===== config.mk =====
export PLATFORM = sky130hd
export DESIGN_NAME = keypad_scanner_flat
export DESIGN_NICKNAME = d
export VERILOG_FILES = /design/src/rtl/keypad_scanner_if.sv /design/src/rtl/keypad_scanner.sv /design/src/flat_wrapper.sv
export SDC_FILE = /design/constraint.sdc
export NUM_CORES = 1
export LEC_CHECK = 0
export BUFFER_PORTS_ARGS = -buffer_cell sky130_fd_sc_hd__buf_2
export CAP_MARGIN = 40
export CORE_AREA = 2 2 124 66
export DETAILED_ROUTE_END_ITERATION = 6
export DIE_AREA = 0 0 126 68
export GPL_TIMING_DRIVEN = 0
export PLACE_DENSITY_LB_ADDON = 0.3
export SLEW_MARGIN = 20
export SYNTH_ARGS = -nofsm -noshare
export SYNTH_HDL_FRONTEND = slang
export SYNTH_SLANG_ARGS = --single-unit
export TNS_END_PERCENT = 20

===== constraint.sdc =====
create_clock -name clk -period 6 [get_ports clk]
set_input_delay 0.3 -clock clk [delete_from_list [all_inputs] [get_ports clk]]
set_output_delay 0.3 -clock clk [all_outputs]
set_load 0.01 [all_outputs]

===== src/rtl/keypad_scanner_if.sv =====
// Signal bundle between the keypad scanner, the keypad pins and the core.
// The scanner takes the slave side; whoever drives the keypad and acknowledges irqs takes master.
interface keypad_scanner_if;
    logic [3:0]  row_in;
    logic [3:0]  col_out;
    logic        entry_clear;
    logic        irq_ack;
    logic        key_valid;
    logic [3:0]  key_code;
    logic        key_held;
    logic [31:0] entry;
    logic        irq;
    logic        overrun;
    logic [1:0]  state_dbg;

    // Handshake: key_valid is a one-cycle pulse with no ready; irq is a level held until
    // irq_ack is seen high on a clock edge, and an acceptance on that same edge wins.
    modport master (
        output row_in, entry_clear, irq_ack,
        input  col_out, key_valid, key_code, key_held, entry, irq, overrun, state_dbg
    );

    modport slave (
        input  row_in, entry_clear, irq_ack,
        output col_out, key_valid, key_code, key_held, entry, irq, overrun, state_dbg
    );
endinterface


===== src/rtl/keypad_scanner.sv =====
// 4x4 active-low keypad scanner with debounce, hex entry shift register and held irq.
// state_dbg exposes the scan FSM: 0 = SCAN, 1 = DEBOUNCE, 2 = PRESSED.
module keypad_scanner #(
    parameter int SCAN_DIV       = 50000,
    parameter int DEBOUNCE_SCANS = 4
) (
    input  logic             clk,
    input  logic             rst,
    keypad_scanner_if.slave  bus
);
    localparam int DW_W  = $clog2(SCAN_DIV);
    localparam int CNT_W = $clog2(DEBOUNCE_SCANS + 1);
    localparam logic [DW_W-1:0]  DWELL_LAST = DW_W'(SCAN_DIV - 1);
    localparam logic [CNT_W-1:0] DB_TARGET  = CNT_W'(DEBOUNCE_SCANS);

    typedef enum logic [1:0] {
        SCAN     = 2'd0,
        DEBOUNCE = 2'd1,
        PRESSED  = 2'd2
    } state_t;

    state_t           r_state, w_state_next;
    logic [3:0]       r_sync1, r_sync2;
    logic [DW_W-1:0]  r_dwell;
    logic [1:0]       r_col;
    logic [3:0]       r_latched;
    logic [CNT_W-1:0] r_match, r_release;
    logic [CNT_W-1:0] w_match_next, w_release_next;
    logic             w_sample, w_advance, w_accept, w_release_done, w_latch;
    logic [3:0]       w_rs;
    logic [3:0]       w_code;
    logic             r_key_valid, r_key_held, r_irq, r_overrun;
    logic [3:0]       r_key_code;
    logic [31:0]      r_entry;

    // Several closed keys in one column resolve to the lowest row index.
    function automatic logic [1:0] lowest_low(input logic [3:0] rows);
        lowest_low = 2'd3;
        for (int i = 3; i >= 0; i--) begin
            if (!rows[i]) lowest_low = 2'(i);
        end
    endfunction

    assign w_rs     = r_sync2;
    assign w_sample = (r_dwell == DWELL_LAST);
    assign w_code   = {lowest_low(r_latched), r_col};

    always_comb begin
        w_state_next   = r_state;
        w_match_next   = r_match;
        w_release_next = r_release;
        w_advance      = 1'b0;
        w_accept       = 1'b0;
        w_release_done = 1'b0;
        w_latch        = 1'b0;
        if (w_sample) begin
            case (r_state)
                SCAN: begin
                    if (w_rs == 4'hF) begin
                        w_advance = 1'b1;
                    end else begin
                        w_latch      = 1'b1;
                        w_match_next = CNT_W'(1);
                        w_state_next = DEBOUNCE;
                    end
                end
                DEBOUNCE: begin
                    if (w_rs == r_latched) begin
                        w_match_next = r_match + 1'b1;
                        if (w_match_next == DB_TARGET) begin
                            w_accept       = 1'b1;
                            w_match_next   = '0;
                            w_release_next = '0;
                            w_state_next   = PRESSED;
                        end
                    end else begin
                        w_advance    = 1'b1;
                        w_match_next = '0;
                        w_state_next = SCAN;
                    end
                end
                PRESSED: begin
                    // Any closed sample restarts the release run, so a held key never repeats.
                    if (w_rs == 4'hF) begin
                        w_release_next = r_release + 1'b1;
                        if (w_release_next == DB_TARGET) begin
                            w_release_done = 1'b1;
                            w_advance      = 1'b1;
                            w_release_next = '0;
                            w_state_next   = SCAN;
                        end
                    end else begin
                        w_release_next = '0;
                    end
                end
                default: w_state_next = SCAN;
            endcase
        end
    end

    always_ff @(posedge clk or negedge rst) begin
        if (!rst) begin
            r_state   <= SCAN;
            r_match   <= '0;
            r_release <= '0;
            r_dwell   <= '0;
            r_col     <= 2'd0;
            r_sync1   <= 4'hF;
            r_sync2   <= 4'hF;
            r_latched <= 4'hF;
        end else begin
            r_state   <= w_state_next;
            r_match   <= w_match_next;
            r_release <= w_release_next;
            r_dwell   <= w_sample ? '0 : r_dwell + 1'b1;
            r_sync1   <= bus.row_in;
            r_sync2   <= r_sync1;
            if (w_advance) r_col <= r_col + 2'd1;
            if (w_latch) r_latched <= w_rs;
        end
    end

    always_ff @(posedge clk or negedge rst) begin
        if (!rst) begin
            r_key_valid <= 1'b0;
            r_key_code  <= 4'h0;
            r_key_held  <= 1'b0;
            r_entry     <= 32'h0;
            r_irq       <= 1'b0;
            r_overrun   <= 1'b0;
        end else begin
            r_key_valid <= w_accept;
            if (w_accept) begin
                r_key_code <= w_code;
                r_key_held <= 1'b1;
            end else if (w_release_done) begin
                r_key_held <= 1'b0;
            end
            // A clear that lands with an acceptance keeps only the new digit.
            if (w_accept) begin
                r_entry <= bus.entry_clear ? {28'h0, w_code} : {r_entry[27:0], w_code};
            end else if (bus.entry_clear) begin
                r_entry <= 32'h0;
            end
            if (w_accept) r_irq <= 1'b1;
            else if (bus.irq_ack) r_irq <= 1'b0;
            if (w_accept && r_irq) r_overrun <= 1'b1;
            else if (bus.irq_ack) r_overrun <= 1'b0;
        end
    end

    assign bus.col_out   = ~(4'b0001 << r_col);
    assign bus.key_valid = r_key_valid;
    assign bus.key_code  = r_key_code;
    assign bus.key_held  = r_key_held;
    assign bus.entry     = r_entry;
    assign bus.irq       = r_irq;
    assign bus.overrun   = r_overrun;
    assign bus.state_dbg = r_state;
endmodule

===== src/flat_wrapper.sv =====
// flat-port wrapper written by rule: the top's interface ports become plain ports
module keypad_scanner_flat 
#(
    parameter int SCAN_DIV       = 50000,
    parameter int DEBOUNCE_SCANS = 4
)
  (clk, rst, bus_row_in, bus_entry_clear, bus_irq_ack, bus_col_out, bus_key_valid, bus_key_code, bus_key_held, bus_entry, bus_irq, bus_overrun, bus_state_dbg);
  keypad_scanner_if bus_i ();
  input  logic clk;
  input  logic rst;
  input wire logic [$bits(bus_i.row_in)-1:0] bus_row_in;
  input wire logic [$bits(bus_i.entry_clear)-1:0] bus_entry_clear;
  input wire logic [$bits(bus_i.irq_ack)-1:0] bus_irq_ack;
  output wire logic [$bits(bus_i.col_out)-1:0] bus_col_out;
  output wire logic [$bits(bus_i.key_valid)-1:0] bus_key_valid;
  output wire logic [$bits(bus_i.key_code)-1:0] bus_key_code;
  output wire logic [$bits(bus_i.key_held)-1:0] bus_key_held;
  output wire logic [$bits(bus_i.entry)-1:0] bus_entry;
  output wire logic [$bits(bus_i.irq)-1:0] bus_irq;
  output wire logic [$bits(bus_i.overrun)-1:0] bus_overrun;
  output wire logic [$bits(bus_i.state_dbg)-1:0] bus_state_dbg;
  assign bus_i.row_in = bus_row_in;
  assign bus_i.entry_clear = bus_entry_clear;
  assign bus_i.irq_ack = bus_irq_ack;
  assign bus_col_out = bus_i.col_out;
  assign bus_key_valid = bus_i.key_valid;
  assign bus_key_code = bus_i.key_code;
  assign bus_key_held = bus_i.key_held;
  assign bus_entry = bus_i.entry;
  assign bus_irq = bus_i.irq;
  assign bus_overrun = bus_i.overrun;
  assign bus_state_dbg = bus_i.state_dbg;
  keypad_scanner #(.SCAN_DIV(SCAN_DIV), .DEBOUNCE_SCANS(DEBOUNCE_SCANS)) u_core (.clk(clk), .rst(rst), .bus(bus_i));
endmodule

; ---- After elaboration in Yosys (flattened, before gate mapping)
; Index checks and enable logic that the tools add are counted.
[classes]
addsub = 4
multipliers = 0
div_mod_pow = 0
magnitude_cmp = 0
eq_ne = 13
shifts = 1
muxes = 42
bitwise_logic = 1
reduce_logical = 11
[ops]
columns = cell, count
row1 = two-way mux 32 bit, 3
row2 = two-way mux 3 bit, 7
row3 = two-way mux 1 bit, 20
row4 = adder 16 x 1 -> 16 bit (second input constant), 1
row5 = == test 16 bit (second input constant), 1
row6 = two-way mux 16 bit, 1
row7 = two-way mux 2 bit, 7
row8 = case mux 3 bit (2 select lines), 2
row9 = nonzero test 2 bit, 6
row10 = != test 2 x 1 -> 1 bit (second input constant), 4
row11 = adder 3 x 1 -> 3 bit (second input constant), 2
row12 = == test 3 bit (second input constant), 2
row13 = case mux 2 bit (3 select lines), 1
row14 = AND reduction 5 bit, 1
row15 = == test 4 bit, 1
row16 = == test 4 bit (second input constant), 1
row17 = NOT 4 bit, 1
row18 = AND reduction 4 bit, 1
row19 = left shift 1 x 2 -> 4 bit (first input constant), 1
row20 = != test 3 bit (second input constant), 1
row21 = case mux 1 bit (3 select lines), 1
row22 = AND reduction 3 bit, 1
row23 = adder 2 x 1 -> 2 bit (second input constant), 1
row24 = == test 2 x 1 -> 1 bit (second input constant), 1
row25 = other kinds (4), 4
[word_totals]
ff_bits = 78
latchBits = 0
mem_bits_rw = 0
mem_bits_ro = 0
in_bits = 8
word_cells = 86
n_memories = 0

; ---- Logic depth before layout (Yosys ltp)
; Gate-level depths: netlist (run 1).
[logic_depth]
ltp_word = 8
mapped_depth = 7
depth_no_buf = 6

; ---- Least setup slack after synthesis (run 1)
; Ideal clock, no wire load.
[synth_timing]
path_type = flip-flop to flip-flop
startpoint = reg u_core.r_latched[0]
endpoint = reg u_core.r_entry[11] (netlist: u_core.bus.entry[11])
setup_time_ns = 0.078
arrival_ns = 2.064
required_time_ns = 5.922
path_slack_ns = 3.858
path_stages_with_launch = 8
path_buffers = 2
period_less_slack_ns = 2.142
cell_sequence = dfstp_2 xor2_1 or4_1 buf_2 nor4_4 buf_6 nand2_1 a21oi_2
[synth_via]
elab_chain_len = 5
word_cells_on_any_way = 6
cone_classes = eq/ne (1) / mux (4) / reduce/logical (1)
[synth_lines]
columns = element, line
row1 = from (decl), keypad_scanner.sv:26  ; logic [3:0] r_latched;
row2 = from (signal assigned), keypad_scanner.sv:119  ; if (w_latch) r_latched <= w_rs;
row3 = == test 4 bit (*), keypad_scanner.sv:68  ; if (w_rs == r_latched) begin
row4 = two-way mux 1 bit (*), keypad_scanner.sv:68
row5 = two-way mux 1 bit (*), keypad_scanner.sv:57  ; case (r_state)
row6 = two-way mux 1 bit (*), keypad_scanner.sv:56  ; if (w_sample) begin
row7 = two-way mux 32 bit / nonzero test 2 bit (equally long branches), --
row8 = to (signal assigned), keypad_scanner.sv:141  ; r_entry <= bus.entry_clear ? {28'h0, w_code} : {r_entry[27:0], w_code};
row9 = to (decl), keypad_scanner.sv:34  ; logic [31:0] r_entry;
; Mark *: on every way between the ends. The rest lies on a longest branch, timed or not.
; A chain may end at the register's enable or synchronous reset.

; ---- Final worst setup path (run 1)
[layout_timing]
startpoint = reg u_core.r_dwell[10]
endpoint = reg u_core.r_entry[21] (netlist: u_core.bus.entry[21])
[layout_via]
elab_chain_len = 3
word_cells_on_any_way = 4
cone_classes = eq/ne (1) / mux (2) / reduce/logical (1)
[layout_lines]
columns = element, line
row1 = from (decl), keypad_scanner.sv:24  ; logic [DW_W-1:0] r_dwell;
row2 = from (signal assigned), keypad_scanner.sv:115  ; r_dwell <= w_sample ? '0 : r_dwell + 1'b1;
row3 = == test 16 bit (*), keypad_scanner.sv:45  ; assign w_sample = (r_dwell == DWELL_LAST);
row4 = two-way mux 1 bit (*), keypad_scanner.sv:56
row5 = two-way mux 32 bit / nonzero test 2 bit (equally long branches), --
; Marked as above.

==> results of run 1 <==
-- sequential cells by signal, summed over array words and instances (netlist names) --
name                  flops
u_core.bus.entry         32
u_core.r_dwell           16
u_core.bus.key_code       4
u_core.r_latched          4
u_core.r_sync1            4
u_core.r_sync2            4
u_core.r_match            3
u_core.r_release          3
u_core.bus.state_dbg      2
u_core.r_col              2
u_core.bus.irq            1
u_core.bus.key_held       1
u_core.bus.key_valid      1
u_core.bus.overrun        1
-- power groups by stage --
stage               clock network, mW  registers (mW)  logic, mW
finish                          0.481           0.533     0.0235
global route                    0.514           0.533     0.0269
CTS                             0.491           0.533     0.0244
detailed placement                  0           0.542     0.0239
global placement                    0           0.542     0.0211
floorplan                           0           0.542    0.00673
-- stage by stage --
stage	util [%]	cell area, µm²
finish	56.3	4270
global route	56.3	4270
CTS	56.3	4270
detailed placement	52.7	4000
global placement	52.3	3970
floorplan	-	3580
-- layer usage --
| layer | part of all wire [%] | vias up | global-route usage [%] |
|---|---|---|---|
| li1 | - | 1275 | - |
| met1 | 54 | 1258 | 27.9 |
| met2 | 39 | 62 | 24.4 |
| met3 | 5.6 | 8 | 6.65 |
| met4 | 1.1 | 0 | 5.77 |
| met5 | 0 | - | 0 |
-- cells in the mapped netlist (all sizes together) --
cell type | n | share of area, %
nand2 | 75 | 7.9
dfrtp | 66 | 46
a21oi | 31 | 6.4
ha | 14 | 4.9
nor2 | 14 | 1.5
xor2 | 14 | 3.4
inv | 13 | 1.4
dfstp | 12 | 8.8
o21ai | 10 | 1.4
nand3 | 9 | 1.3
nand4 | 7 | 1.6
xnor2 | 7 | 1.7
and3 | 6 | 1.0
buf | 6 | 1.2
nor4 | 6 | 2.2
nor3 | 5 | 0.70
clkbuf | 4 | 0.42
and2 | 3 | 0.52
o22a | 3 | 0.73
a21bo | 2 | 0.56
a21o | 2 | 0.42
a22o | 2 | 0.49
mux2 | 2 | 0.63
nor4bb | 2 | 0.56
or4b | 2 | 0.66
a2111oi | 1 | 0.24
a211oi | 1 | 0.21
a311oi | 1 | 0.24
a31oi | 1 | 0.17
and4 | 1 | 0.24
and4b | 1 | 0.28
nand2b | 1 | 0.17
nand4bb | 1 | 0.31
nor4b | 1 | 0.24
o2111ai | 1 | 0.24
o22ai | 1 | 0.17
o31ai | 1 | 0.21
o41ai | 1 | 0.24
or4 | 1 | 0.21
or4bb | 1 | 0.31
-- critical path, delay by kind of cell, from the launching register on --
kind / cells / cell delay [ns]
and+or+nand+nor: 4 / 1.67
DFF: 1 / 0.43
buffers and inverters: 1 / 0.23
AOI/OAI and AO/OA: 1 / 0.13
-- cells by family after synthesis --
logic type,share of synthesized area (%)
compound gates,11.8
fa+ha+maj,4.89
flops,54.9
mux,0.628
buf+inv,2.97
simple gates,19.7
xor+xnor,5.13
-- worst max path at each step --
stage	start	endpoint	slack (ns)	depth (start not counted)
2_1_floorplan	u_core.r_latched[0]	u_core.bus.entry[11]	3.86	7
3_3_place_gp	u_core.r_dwell[11]	u_core.bus.entry[30]	3.47	6
3_5_place_dp	u_core.r_dwell[11]	u_core.bus.entry[30]	3.44	6
4_1_cts	u_core.r_dwell[11]	u_core.bus.entry[30]	3.43	6
5_1_grt	u_core.r_dwell[11]	u_core.bus.entry[17]	3.19	6
6_report	u_core.r_dwell[10]	u_core.bus.entry[21]	3.45	6
-- final cells by class --
| type | instances | area, µm² | share of cell area [%] |
|---|---|---|---|
| inverters | 13 | 48.8 | 1.14 |
| clock buffers | 12 | 236 | 5.53 |
| flip-flops and latches | 78 | 1970 | 46.0 |
| clock inverters | 4 | 23.8 | 0.556 |
| well taps | 100 | 125 | 2.93 |
| multi-input cells | 231 | 1510 | 35.3 |
| repair buffers | 55 | 305 | 7.14 |
| plain buffers | 10 | 57.6 | 1.35 |
-- repair_timing --
| action | in CTS | in global routing |
|---|---|---|
| hold buffers | 1 | 0 |
| endpoints found under the setup margin | 0 | 0 |
| hold endpoints to repair | 18 | 0 |
| setup buffers | 0 | 0 |
==> flow_metrics.py, run 1 <==
metrics = {
    "min_path": {
        "holdPathEnd": "u_core.r_sync1[3]",
        "hold_class": "input pin to register",
        "min-delay-start": "bus_row_in[3]",
        "hold_depth": 1,
    },
    "power_and_ir_drop": {
        "p_sw_share_pct": 21.4,
        "finalPower_mw": 1.04,
        "p_leak_nw": 2.06,
        "switchingPower_mw": 0.222,
        "p_int_mw": 0.816,
        "comb_power_share_pct": 2.3,
        "power_density_nw_per_um2": 243,
        "p_clk_share_pct": 46.4,
        "ir_drop_mv": 0.191,
        "pwr-share-seq_pct": 51.4,
    },
    "floorplanning": {
        "chipHeight_um": 68,
        "rows": 23,
        "start_util_pct": 47.2,
        "coreArea_um2": 7600,
        "die_w_um": 126,
        "num_io_pins": 54,
        "dieArea_um2": 8570,
    },
    "logic_synthesis": {
        "netlist_area_um2": 3580,
        "syn_inst": 332,
        "synthesis.nets": 354,
        "synth_warnings": 0,
        "seq_area_frac_synth_pct": 54.9,
        "ys_seq_elements": 78,
        "synth.distinct_cells": 47,
        "synth.avg_cell_area_um2": 10.8,
    },
    "routing": {
        "drt_iter0_markers": 188,
        "wirelength_um": 7370,
        "vias": 2603,
        "drc": 0,
        "drt_pass1_iterations": 4,
        "final_antenna_net_count": 0,
        "wl_per_cell_um": 14.7,
        "avgViaCountPerCell": 5.17,
    },
    "cts": {
        "cts_tree": "yes",
        "postCtsResizedCells": 0,
        "cts_root_buffer": "clkbuf_16",
        "clock_latency_ns": 0.34,
        "htreeDepth": 3,
        "path_clk_slew_ns": 0.05,
        "cts_buffer_depth": 2,
        "cts_buffers": 9,
        "cts.sinks": 78,
    },
    "critical_path": {
        "slowest_delay_ns": 0.73,
        "critPathLaunchType": "register",
        "r2r_slack_ns": 3.45,
        "end_kind": "register",
        "crit_path_top_delay_cell": "nor4_4",
        "timing.rr.start": "u_core.r_dwell[10]",
        "rr_endpoint": "u_core.bus.entry[21]",
        "arrival_ns": 2.81,
        "crit_chain": "nor4b_1, nand4_1, nor4_4, buf_6, nand2_1, a21oi_2",
        "rr_worst_depth": 6,
        "path_max_fanout": 10,
        "required_ns": 6.26,
        "worstSetupPathType": "register to register",
    },
    "place": {
        "port_buffers": 53,
        "dp_cells": 486,
        "dp_hpwl_um": 5440,
        "gp_congestion": 0.793,
        "place_ws_ns": 3.44,
    },
    "timing": {
        "finalMaxSlewViolations": 0,
        "fin_tns_setup_ns": 0,
        "fin_skew_ns": 0.00426,
        "slew_headroom_pct": 51.5,
        "worst_slew_pin_slew_ns": 0.728,
        "fin_crit_sh_pct": 42.4,
        "rsz0062_at_grt": "false",
        "hold_violations": 0,
        "timing.final.ws_setup_ns": 3.45,
        "finalSetupViolations": 0,
        "period_needed_ns": 2.55,
        "max_freq_mhz": 393,
        "timing.hold.ws_ns": 0.0583,
    },
    "run": {
        "cap_violations": 0,
    },
    "outcome": {
        "outcome": "completed",
    },
    "layout": {
        "final_cell_mix": "nand2_1 (75), dfrtp_1 (66), buf_2 (56)",
        "drive_gt1_share_pct": 28.8,
        "fill_cells": 661,
        "syn_to_final_growth_pct": 19.3,
        "final_common_cell": "nand2_1",
        "final_net_count": 420,
        "stdcell_count": 503,
        "diodes": 0,
    },
    "grt": {
        "grtUsageTotal_pct": 18.5,
        "grt_max_degree": 50,
        "grt_overflow": 0,
        "grt_pass1_wl_um": 12100,
        "grt_pass1_vias": 2394,
        "antenna_found_initial": 0,
    },
}
No activity file was read; power rests on OpenSTA's default activity.
==> run 2: changes to the inputs <==
==> constraint.sdc (replaced) <==
create_clock -name clk -period 2.6 [get_ports clk]
set_input_delay 0.13 -clock clk [delete_from_list [all_inputs] [get_ports clk]]
set_output_delay 0.13 -clock clk [all_outputs]
set_load 0.01 [all_outputs]
==> run 2 against run 1 <==
Global-route usage up 0.088 points. Non-clock buffer count up 11. Clock skew rose by 0.00063 ns. Critical path type unchanged. Largest power group unchanged. Worst setup slack worse by 3.2 ns. First-iteration DRC count rose by 7.4%. Maximum frequency increased by 9.3%. Largest cell class unchanged.
==> flow_metrics.py, run 2 (synthesis gave the netlist of run 1 again) <==
metrics = {
    "layout": {
        "diodes": 0,
        "drive_gt1_share_pct": 29.5,
        "stdcell_count": 514,
        "fill_cells": 651,
        "largest_reg_flops": 32,
        "final_net_count": 431,
        "final_common_cell": "nand2_1",
        "final_cell_mix": "nand2_1 (75), dfrtp_1 (66), buf_2 (56)",
        "syn_to_final_growth_pct": 22.2,
    },
    "critical_path": {
        "timing.rr.start": "u_core.r_dwell[10]",
        "arrival_ns": 2.55,
        "required_ns": 2.82,
        "path_max_fanout": 7,
        "end_kind": "register",
        "crit_family": "simple AND/OR/NAND/NOR gates",
        "rr_worst_depth": 5,
        "r2r_slack_ns": 0.27,
        "critPathLaunchType": "register",
        "rr_endpoint": "u_core.bus.state_dbg[0]",
        "crit_chain": "nor4b_1, nand4_1, a211oi_1, o21ai_0, mux2_2",
        "slowest_delay_ns": 0.43,
        "worstSetupPathType": "register to register",
        "cp.buffers_inverters": 0,
        "crit_path_top_delay_cell": "dfrtp_1",
    },
    "power_and_ir_drop": {
        "pwr-share-seq_pct": 51.2,
        "ir_drop_mv": 0.448,
        "p_int_mw": 1.89,
        "p_leak_nw": 2.13,
        "p_clk_share_pct": 46.3,
        "finalPower_mw": 2.40,
        "comb_power_share_pct": 2.5,
        "p_sw_share_pct": 21.4,
        "power_density_nw_per_um2": 549,
        "switchingPower_mw": 0.514,
    },
    "timing": {
        "slew_headroom_pct": 51.4,
        "fin_crit_sh_pct": 89.6,
        "fin_tns_setup_ns": 0,
        "worst_slew_pin_slew_ns": 0.729,
        "finalSetupViolations": 0,
        "period_needed_ns": 2.33,
        "max_freq_mhz": 429,
        "fin_skew_ns": 0.00489,
        "finalMaxSlewViolations": 0,
        "rsz0062_at_grt": "false",
        "hold_violations": 0,
    },
    "routing": {
        "final_antenna_net_count": 0,
        "drt_pass1_iterations": 4,
        "drc": 0,
        "avgViaCountPerCell": 5.13,
        "drt_iter0_markers": 202,
        "wl_per_cell_um": 14.6,
        "vias": 2638,
        "wirelength_um": 7500,
    },
    "grt": {
        "antenna_found_initial": 0,
        "grtUsageTotal_pct": 18.6,
        "grt_pass1_vias": 2406,
        "grt_overflow": 0,
        "grt_pass1_wl_um": 12200,
        "grt_max_degree": 50,
    },
    "cts": {
        "clock_latency_ns": 0.34,
        "cts_buffer_depth": 2,
        "cts_tree": "yes",
        "cts_root_buffer": "clkbuf_16",
        "path_clk_slew_ns": 0.05,
        "cts.sinks": 78,
        "cts_buffers": 9,
        "htreeDepth": 3,
    },
    "floorplanning": {
        "num_io_pins": 54,
        "start_util_pct": 47.2,
        "dieArea_um2": 8570,
        "rows": 23,
        "coreArea_um2": 7600,
        "die_w_um": 126,
        "chipHeight_um": 68,
    },
    "place": {
        "dp_hpwl_um": 5440,
        "gp_congestion": 0.793,
        "dp_cells": 486,
        "port_buffers": 53,
    },
    "min_path": {
        "hold_class": "input pin to register",
        "hold_depth": 3,
        "min-delay-start": "bus_entry_clear",
        "holdPathEnd": "u_core.bus.entry[0]",
    },
    "outcome": {
        "outcome": "completed",
    },
    "run": {
        "cap_violations": 0,
    },
}
==> run 2: cell count changes in the layout (fill, tap and decap cells not counted) <==
cell / change
buf_4: +6
dlygate4sd3_1: +5
nor4_2: -1
nor4_4: +1
==> run 2: worst register-to-register path: stages, from the launching register on <==
cell      delay [ns]
dfrtp_1         0.43
nor4b_1         0.42
nand4_1         0.43
a211oi_1        0.43
o21ai_0         0.20
mux2_2          0.31
==> run 2: how the worst max path moves through the flow <==
stage	startpoint	cells after the start	endpoint
floorplan	u_core.r_latched[0]	7	u_core.bus.entry[11]
global placement	u_core.r_dwell[11]	6	u_core.bus.entry[30]
detailed placement	u_core.r_dwell[11]	6	u_core.bus.entry[30]
CTS	u_core.r_dwell[11]	6	u_core.bus.entry[30]
global route	u_core.r_dwell[11]	5	u_core.bus.state_dbg[0]
finish	u_core.r_dwell[10]	5	u_core.bus.state_dbg[0]
==> run 2: what timing repair did <==
item / CTS / global route
buffers inserted: 0 / 6
endpoints found under the setup margin: 0 / 37
hold buffers: 6 / 0
endpoints found under the hold margin: 24 / 0
resized for setup: 0 / 1
==> run 2: cell type report <==
type	count	area, µm²	area share (%)
clock buffer	12	236	5.40
buffer	10	57.6	1.31
timing repair buffer	66	400	9.15
inverter	13	48.8	1.11
sequential	78	1970	44.9
multi-input combinational	231	1520	34.7
clock inverter	4	23.8	0.543
tap	100	125	2.86
==> run 2: power groups by stage <==
| stage | registers (mW) | logic (mW) | clock network (mW) |
|---|---|---|---|
| 6_report | 1.23 | 0.0603 | 1.11 |
| 5_1_grt | 1.23 | 0.0686 | 1.19 |
| 4_1_cts | 1.23 | 0.0621 | 1.13 |
| 3_5_place_dp | 1.25 | 0.0552 | 0 |
| 3_3_place_gp | 1.25 | 0.0486 | 0 |
| 2_1_floorplan | 1.25 | 0.0155 | 0 |
==> run 2: routing by layer <==
layer  global-route usage [%]  up-vias  routed length [µm]
met2                     24.5       59                2950
li1                         -     1298                   -
met5                        0        -                   0
met4                     5.77        0                  75
met1                     28.1     1273                4060
met3                     6.57        8                 407
==> run 2: through the flow <==
stage,setup slack [ns],instance area [µm²],util [%],hold WS [ns]
final,0.272,4380,57.6,0.188
after global routing,0.0172,4380,57.6,0.227
after CTS,0.0263,4320,56.9,0.189
after detailed placement,0.0441,4000,52.7,0.0896
after global placement,0.0676,3970,52.3,0.236
after floorplan,0.458,3580,-,-0.166
